===== src/rtl/wash_ctrl_multi.sv =====
// Multi-rinse washing-machine sequencer: door check, fill, detergent, wash, drain,
// RINSE_COUNT rinse rounds, spin. Internal phase timer, pause/resume, fill/drain
// watchdogs and a door-open safety fault. All outputs come straight from flops.
module wash_ctrl_multi #(
  parameter int unsigned TIMER_W       = 16,
  parameter int unsigned RINSE_COUNT   = 2,
  parameter int unsigned WASH_TICKS    = 1000,
  parameter int unsigned RINSE_TICKS   = 500,
  parameter int unsigned SPIN_TICKS    = 300,
  parameter int unsigned FILL_TIMEOUT  = 200,
  parameter int unsigned DRAIN_TIMEOUT = 200
) (
  input  logic       clk,
  input  logic       reset,
  input  logic       close_door,
  input  logic       start,
  input  logic       pause,
  input  logic       fill,
  input  logic       detergent,
  input  logic       drained,
  input  logic       fault_clr,
  output logic       door_lock,
  output logic       motor_on,
  output logic       fill_on,
  output logic       drain_on,
  output logic       detergent_on,
  output logic       done,
  output logic       error,
  output logic [1:0] err_code,
  output logic [2:0] state_o,
  output logic [3:0] rinse_o
);

  typedef enum logic [2:0] {
    S_IDLE      = 3'd0,
    S_FILL      = 3'd1,
    S_DETERGENT = 3'd2,
    S_WASH      = 3'd3,
    S_DRAIN     = 3'd4,
    S_SPIN      = 3'd5,
    S_COMPLETE  = 3'd6,
    S_FAULT     = 3'd7
  } state_t;

  localparam logic [TIMER_W-1:0] WASH_LAST  = TIMER_W'(WASH_TICKS - 1);
  localparam logic [TIMER_W-1:0] RINSE_LAST = TIMER_W'(RINSE_TICKS - 1);
  localparam logic [TIMER_W-1:0] SPIN_LAST  = TIMER_W'(SPIN_TICKS - 1);
  localparam logic [TIMER_W-1:0] FILL_LAST  = TIMER_W'(FILL_TIMEOUT - 1);
  localparam logic [TIMER_W-1:0] DRAIN_LAST = TIMER_W'(DRAIN_TIMEOUT - 1);
  localparam logic [3:0]         RINSE_MAX  = 4'(RINSE_COUNT);

  state_t             state_q, state_d;
  logic [TIMER_W-1:0] timer_q, timer_d;
  logic [3:0]         drains_q, drains_d;
  logic [1:0]         err_q, err_d;
  logic               seen_q, seen_d;

  logic door_lock_q, door_lock_d;
  logic motor_q, motor_d;
  logic fill_on_q, fill_on_d;
  logic drain_on_q, drain_on_d;
  logic det_on_q, det_on_d;
  logic done_q, done_d;
  logic error_q, error_d;

  logic               in_phase;
  logic               hold;
  logic [TIMER_W-1:0] wash_last;

  // Phase states are the ones where the door is locked and pause applies.
  assign in_phase  = (state_q == S_FILL) || (state_q == S_DETERGENT) ||
                     (state_q == S_WASH) || (state_q == S_DRAIN) || (state_q == S_SPIN);
  assign wash_last = (drains_q == 4'd0) ? WASH_LAST : RINSE_LAST;

  // Next-state: door fault > pause > watchdog > normal phase transition.
  always_comb begin
    state_d  = state_q;
    drains_d = drains_q;
    err_d    = err_q;
    seen_d   = 1'b0;
    hold     = 1'b0;
    if (in_phase && !close_door) begin
      state_d = S_FAULT;
      err_d   = 2'd3;
    end else if (in_phase && pause) begin
      hold = 1'b1;
    end else begin
      case (state_q)
        S_IDLE: begin
          if (start && close_door) begin
            state_d  = S_FILL;
            drains_d = 4'd0;
          end
        end
        S_FILL: begin
          if (timer_q == FILL_LAST) begin
            state_d = S_FAULT;
            err_d   = 2'd1;
          end else if (fill) begin
            state_d = (drains_q == 4'd0) ? S_DETERGENT : S_WASH;
          end
        end
        S_DETERGENT: begin
          if (detergent) state_d = S_WASH;
        end
        S_WASH: begin
          if (timer_q == wash_last) state_d = S_DRAIN;
        end
        S_DRAIN: begin
          if (timer_q == DRAIN_LAST) begin
            state_d = S_FAULT;
            err_d   = 2'd2;
          end else if (drained) begin
            if (drains_q == RINSE_MAX) begin
              state_d = S_SPIN;
            end else begin
              drains_d = drains_q + 4'd1;
              state_d  = S_FILL;
            end
          end
        end
        S_SPIN: begin
          if (timer_q == SPIN_LAST) state_d = S_COMPLETE;
        end
        S_COMPLETE: begin
          state_d = S_IDLE;
        end
        S_FAULT: begin
          seen_d = seen_q || drained;
          if (drained && fault_clr) begin
            state_d = S_IDLE;
            err_d   = 2'd0;
            seen_d  = 1'b0;
          end
        end
        default: ;
      endcase
    end

    timer_d = timer_q;
    if (state_d != state_q || !in_phase) begin
      timer_d = '0;
    end else if (!hold) begin
      timer_d = timer_q + TIMER_W'(1);
    end
  end

  // Actuator decode of the next state so the output flops track the state register.
  always_comb begin
    door_lock_d = 1'b0;
    motor_d     = 1'b0;
    fill_on_d   = 1'b0;
    drain_on_d  = 1'b0;
    det_on_d    = 1'b0;
    done_d      = 1'b0;
    error_d     = 1'b0;
    case (state_d)
      S_FILL: begin
        door_lock_d = 1'b1;
        fill_on_d   = !hold;
      end
      S_DETERGENT: begin
        door_lock_d = 1'b1;
        det_on_d    = !hold;
      end
      S_WASH: begin
        door_lock_d = 1'b1;
        motor_d     = !hold;
      end
      S_DRAIN: begin
        door_lock_d = 1'b1;
        drain_on_d  = !hold;
      end
      S_SPIN: begin
        door_lock_d = 1'b1;
        motor_d     = !hold;
        drain_on_d  = !hold;
      end
      S_COMPLETE: begin
        done_d = 1'b1;
      end
      S_FAULT: begin
        error_d     = 1'b1;
        drain_on_d  = 1'b1;
        door_lock_d = !seen_d;
      end
      default: ;
    endcase
  end

  // State, timer and programme bookkeeping registers.
  always_ff @(posedge clk or negedge reset) begin
    if (!reset) begin
      state_q  <= S_IDLE;
      timer_q  <= '0;
      drains_q <= 4'd0;
      err_q    <= 2'd0;
      seen_q   <= 1'b0;
    end else begin
      state_q  <= state_d;
      timer_q  <= timer_d;
      drains_q <= drains_d;
      err_q    <= err_d;
      seen_q   <= seen_d;
    end
  end

  // Registered actuator and status outputs.
  always_ff @(posedge clk or negedge reset) begin
    if (!reset) begin
      door_lock_q <= 1'b0;
      motor_q     <= 1'b0;
      fill_on_q   <= 1'b0;
      drain_on_q  <= 1'b0;
      det_on_q    <= 1'b0;
      done_q      <= 1'b0;
      error_q     <= 1'b0;
    end else begin
      door_lock_q <= door_lock_d;
      motor_q     <= motor_d;
      fill_on_q   <= fill_on_d;
      drain_on_q  <= drain_on_d;
      det_on_q    <= det_on_d;
      done_q      <= done_d;
      error_q     <= error_d;
    end
  end

  assign door_lock    = door_lock_q;
  assign motor_on     = motor_q;
  assign fill_on      = fill_on_q;
  assign drain_on     = drain_on_q;
  assign detergent_on = det_on_q;
  assign done         = done_q;
  assign error        = error_q;
  assign err_code     = err_q;
  assign state_o      = 3'(state_q);
  assign rinse_o      = drains_q;

endmodule


===== config.mk =====
export PLATFORM = sky130hd
export DESIGN_NAME = wash_ctrl_multi
export DESIGN_NICKNAME = d
export VERILOG_FILES = /design/src/rtl/wash_ctrl_multi.sv
export SDC_FILE = /design/constraint.sdc
export NUM_CORES = 1
export LEC_CHECK = 0
export CORE_UTILIZATION = 30
export CTS_BUF_LIST = sky130_fd_sc_hd__clkbuf_8
export CTS_CLUSTER_SIZE = 14
export DETAILED_ROUTE_END_ITERATION = 7
export PLACE_DENSITY_LB_ADDON = 0.08
export SLEW_MARGIN = 20
export SYNTH_ARGS = -nofsm -noshare
export SYNTH_HDL_FRONTEND = slang
export SYNTH_SLANG_ARGS = --single-unit
export TNS_END_PERCENT = 1

===== constraint.sdc =====
create_clock -name clk -period 3.85 [get_ports clk]
set_input_delay 0.77 -clock clk [delete_from_list [all_inputs] [get_ports clk]]
set_output_delay 0.77 -clock clk [all_outputs]
set_load 0.1 [all_outputs]

* Word-level counts from Yosys, hierarchy flattened
Index checks and enable logic that the tools add are counted.
Storage, ports and cells: word-level logic and storage cells 108, output and inout bits 16, register bits 33, input port bits 9
Operators by class: equality and inequality tests 28, bitwise operators 2, reduce and logical (&&, ||, !) cells 23, multiplexer cells 41, $add $sub $neg 2
Operators by type and width (count):
- 2-to-1 mux 3 bit | 12
- 2-to-1 mux 16 bit | 2
- == test 3 bit, second input constant | 8
- case mux 3 bit (8 select lines) | 1
- adder 16 x 1 -> 16 bit, second input constant | 1
- == test 16 x 10 -> 1 bit | 1
- == test 16 x 8 -> 1 bit, second input constant | 1
- == test 16 x 9 -> 1 bit, second input constant | 1
- 2-to-1 mux 4 bit | 4
- == test 3 x 2 -> 1 bit, second input constant | 4
- 2-to-1 mux 1 bit | 12
- 2-to-1 mux 10 bit | 1
- 2-to-1 mux 2 bit | 5
- != test 2 bit, second input constant | 5
- case mux 4 bit (2 select lines) | 1
- AND reduction 7 bit | 1
- == test 3 x 1 -> 1 bit, second input constant | 2
- logical OR 1 bit | 6
- != test 3 x 1 -> 1 bit, second input constant | 2
- case mux 2 bit (3 select lines) | 1
- AND reduction 5 bit | 1
- OR reduction 5 bit | 1
- adder 4 x 1 -> 4 bit, second input constant | 1
- == test 4 x 2 -> 1 bit, second input constant | 1
- 12 further kinds | 21

* Logic depth before layout (Yosys ltp)
word-level depth 11, gate-level depth with buffers 10

* Worst setup path before layout
Ideal clock, no wire load.
kind register to register, start point register drains_q[0] (netlist: rinse_o[0]), end point register timer_q[12], buffers on the path 1, cell stages (with the launch flop) 11, setup slack 854 ps, data arrival time 2863 ps, path through dfrtp_1 > inv_1 > ha_1 > nor3b_2 > mux2i_1 > a21boi_2 > and4b_1 > or2_4 > nor3_4 > buf_8 > nor3_2
Between the ends: cells in the longest elaborated chain, start to end 10, elaborated cells on any way between the ends 18, those cells by class eq/ne (4); mux (12); reduce/logical (2)
RTL lines:
- start: declaration | RTL line 54 | logic [3:0] drains_q, drains_d;
- start signal: assignment | RTL line 202 | drains_q <= drains_d;
- logical NOT 4 bit / == test 4 x 2 -> 1 bit (equally long branches) | RTL line 73, 100, 114
- 2-to-1 mux 10 bit, or another cell as far along | RTL line 73 | assign wash_last = (drains_q == 4'd0) ? WASH_LAST : RINSE_LAST;
- == test 16 x 10 -> 1 bit, or another cell as far along | RTL line 107 | if (timer_q == wash_last) state_d = S_DRAIN;
- 2-to-1 mux 3 bit, on equally long branches | RTL line 107, 110, 96
- case mux 3 bit (8 select lines) * | RTL line 88 | case (state_q)
- 2-to-1 mux 3 bit * | RTL line 85 | end else if (in_phase && pause) begin
- 2-to-1 mux 3 bit * | RTL line 82 | if (in_phase && !close_door) begin
- != test 3 bit * | RTL line 141 | if (state_d != state_q || !in_phase) begin
- logical OR 1 bit * | RTL line 141
- != test 2 x 1 -> 1 bit (no line) / 2-to-1 mux 16 bit (equally long branches)
- end signal: assignment | RTL line 201 | timer_q <= timer_d;
- end: declaration | RTL line 53 | logic [TIMER_W-1:0] timer_q, timer_d;
Every way passes the cells marked *; elsewhere a longest branch is shown, timed or not. A chain may end at the register's enable or synchronous reset.

* Worst setup path after layout
start point register timer_q[10], end point register timer_q[10]
Between the ends: cells in the longest elaborated chain, start to end 8, elaborated cells on any way between the ends 16, those cells by class add/sub (1); eq/ne (5); mux (9); reduce/logical (1)
RTL lines:
- == test 16 x 9 -> 1 bit, or another cell as far along | RTL line 123 | if (timer_q == SPIN_LAST) state_d = S_COMPLETE;
- 2-to-1 mux 3 bit, on equally long branches
- case mux 3 bit (8 select lines) | RTL line 88
- 2-to-1 mux 3 bit | RTL line 85
- 2-to-1 mux 3 bit | RTL line 82
- != test 3 bit | RTL line 141
- logical OR 1 bit | RTL line 141
- != test 2 x 1 -> 1 bit (no line) / 2-to-1 mux 16 bit (equally long branches)
Parallel ways exist; a longest one is shown, timed or not. The select of a mux whose other input is x is not followed.

==> metrics <==
Routed WL per cell 14.6 um; number of antenna violations at the first check in global routing 0; Max-Slew Margin vs Limit 0.329; Final Hold Viols 0; Antenna Violating Nets Remaining 0; Num CTS Buffers 5; maximum number of pins on one net before global-route repair 34; CTS Sinks 33; initial core utilization 0.314; clock transition at the registers of the reported paths 0.08 ns; buffers plus inverters on the worst setup path 0; average cell area after synthesis 9.61 um2; core area about 6900 um2; height of the die 87.1 um; Die Wd 87.1 um; final clock period utilization by the worst path 0.762; post-cts hold buffer count 0; final max-slew violation count 0; delay contributed by the slowest stage of the critical path 0.88 ns; count of cells resized by post-cts repair 0; Post-route DRC 0; data required time of the worst path 3.98 ns; Synth Warn # 0; H-tree level count 2; critical path class reg -> reg; slowest cell on the critical path o311ai_4; cell breakdown of the critical path nor4_1 -> nand4_1 -> a211oi_1 -> nor4_4 -> o311ai_4 -> nor3_1; via count of the first global-routing pass 1613; Setup crit start kind register; Worst Setup EP timer_q[10]; number of synthesized flops with an enable pin 0; reported leakage power 0.994 nW; Clock Skew roughly 0.0080 ns; vias 1670; worst setup margin 0.918 ns; Reg2Reg Setup Slack 0.92 ns; RSZ-0062 raised after global routing false; status finished, final reports clean; predominant post-synthesis flop cell dfrtp_1; area growth from synthesis to layout 15.7%; kind of cell with the highest combined delay on the critical path compound AO/OA/AOI/OAI gates; endpoint of the worst-slack reg-to-reg timing path timer_q[10]; Routability Congestion 0.838; start point of the critical path timer_q[10]; area of the mapped netlist 2170 um2; Mapped Cells 226; cell depth of the worst flop-to-flop path 6; final count of negative-setup-slack endpoints 0; count of buffers inserted at the top-level ports 24; site row count 30; critical path capture point type register; flops & latches, synth 33; PwrDens around 820 nW/um2; number of max-cap violations 0; VDD IR max around 0.59 mV; number of design-rule violations left by the first detailed-router iteration 155; number of buffers inserted to repair setup after CTS 0; stages on the worst setup path 6; sequential fraction of the synthesis area 0.380; achievable clock frequency between 0.3 and 0.4 GHz; die footprint between 7000 and 8000 um2; grt total ovfl 0; final total power 2.07 mW; clk root buf clkbuf_8; CP arrival 3.06 ns; share of cells above drive strength 1 0.181; Min-Delay Path Class reg -> reg; clock tree from TritonCTS yes; drt total wl 5010 um; source-to-sink clock delay at the later pin of the worst-skew pair 0.29 ns; io pins 25; commonest non-fill, non-tap cell in the layout dfrtp_1; total iterations of the first detailed-routing run 5; Worst R2R Start timer_q[10]; first-pass GRT wire length roughly 8500 um; maximum clock insertion buffer count 2; total number of nets in the final design 260; shortest period the worst path allows 2.93 ns; Via-to-Cell Ratio 4.85; largest fanout on the critical path 16; Fin Setup TNS 0 ns; worst-margin pin slew 1.00 ns; # diodes 0; pre-CTS setup slack 0.703 ns; global-route usage over all layers 0.146; Netlist cell types 60; HPWL after detailed placement 3480 um; asr flop ratio synth 1.00; Net Count, Synth 239; most used cells in the layout excluding fill and tap cells dfrtp_1, nand2_1, clkdlybuf4s50_1
==> worst min-delay path: cells and delay by family, from the launching register on <==
kind / cells / cell delay [ns]
flops: 1 / 0.36
simple gates: 2 / 0.14
==> report_power, final <==
part / internal, mW / switching [mW] / leakage (nW)
clock: 0.125 / 0.140 / 0.0439
sequential: 0.415 / 0.113 / 0.433
combinational: 0.379 / 0.894 / 0.518
total: 0.918 / 1.15 / 0.994
==> flip-flops by register name, summed over array words and instances, names as in the netlist, 2 cells and up <==
name and count:
timer_q 16, err_code 2, rinse_o 4, state_o 3
==> layer usage <==
| layer | vias to the layer above | wire length, um | global-route usage |
|---|---|---|---|
| met5 | - | 0 | 0 |
| met4 | 0 | 68 | 0.0492 |
| met3 | 6 | 199 | 0.0294 |
| met2 | 43 | 2120 | 0.207 |
| met1 | 774 | 2620 | 0.218 |
| li1 | 847 | - | - |
==> synthesized netlist by cell type, types with 2 or more instances <==
| master | instances | area [um2] |
|---|---|---|
| nor2_1 | 20 | 75.1 |
| clkbuf_1 | 2 | 7.51 |
| clkbuf_8 | 2 | 27.5 |
| a211oi_1 | 2 | 15.0 |
| xor2_1 | 13 | 114 |
| a21oi_2 | 3 | 26.3 |
| nor4_1 | 3 | 18.8 |
| a21oi_1 | 7 | 35.0 |
| o21ai_1 | 2 | 10.0 |
| or2_4 | 2 | 17.5 |
| nor3b_1 | 2 | 15.0 |
| or3_1 | 2 | 12.5 |
| nand2_1 | 24 | 90.1 |
| nor3_1 | 9 | 45.0 |
| nand4_1 | 7 | 43.8 |
| and3_1 | 5 | 31.3 |
| buf_4 | 2 | 15.0 |
| inv_1 | 6 | 22.5 |
| ha_1 | 4 | 50.1 |
| and4_1 | 2 | 17.5 |
| nor4_4 | 2 | 42.5 |
| nand3_1 | 10 | 50.1 |
| mux2i_1 | 2 | 20.0 |
| o21a_1 | 2 | 15.0 |
| xnor2_1 | 5 | 43.8 |
| nor3_2 | 10 | 100 |
| o21ai_0 | 7 | 35.0 |
| dfrtp_1 | 33 | 826 |
| buf_6 | 4 | 45.0 |
| buf_2 | 2 | 10.0 |
==> layout make-up <==
class | instances | area (um2)
timing repair buffer | 28 | 263
fill | 726 | 4390
clock buffer | 5 | 68.8
multi-input combinational | 173 | 1200
inverter | 6 | 22.5
sequential | 33 | 826
tap | 96 | 120
clock inverter | 3 | 17.5
==> how the worst min path moves through the flow <==
stage	to	startpoint	cells past startpoint
floorplan	detergent_on	reset	0
global placement	seen_q	seen_q	2
detailed placement	seen_q	seen_q	2
CTS	seen_q	seen_q	2
global route	seen_q	seen_q	2
finish	seen_q	seen_q	2
==> logic make-up after synthesis <==
| family | count (synthesis) | synth area share |
|---|---|---|
| fa+ha+maj | 4 | 0.0230 |
| buf+inv | 20 | 0.0691 |
| simple gates | 114 | 0.323 |
| xor+xnor | 18 | 0.0726 |
| compound gates | 35 | 0.123 |
| mux | 2 | 0.00922 |
| flops | 33 | 0.380 |
==> through the flow <==
step	hold slack [ns]	instances	util	cell area (um2)
detailed placement	0.533	336	0.351	2430
floorplan	0.474	226	-	2170
finish	0.542	344	0.364	2510
global placement	0.531	336	0.351	2430
global route	0.613	344	0.364	2510
CTS	0.545	344	0.364	2510
Power figures use the tool's default switching activity.
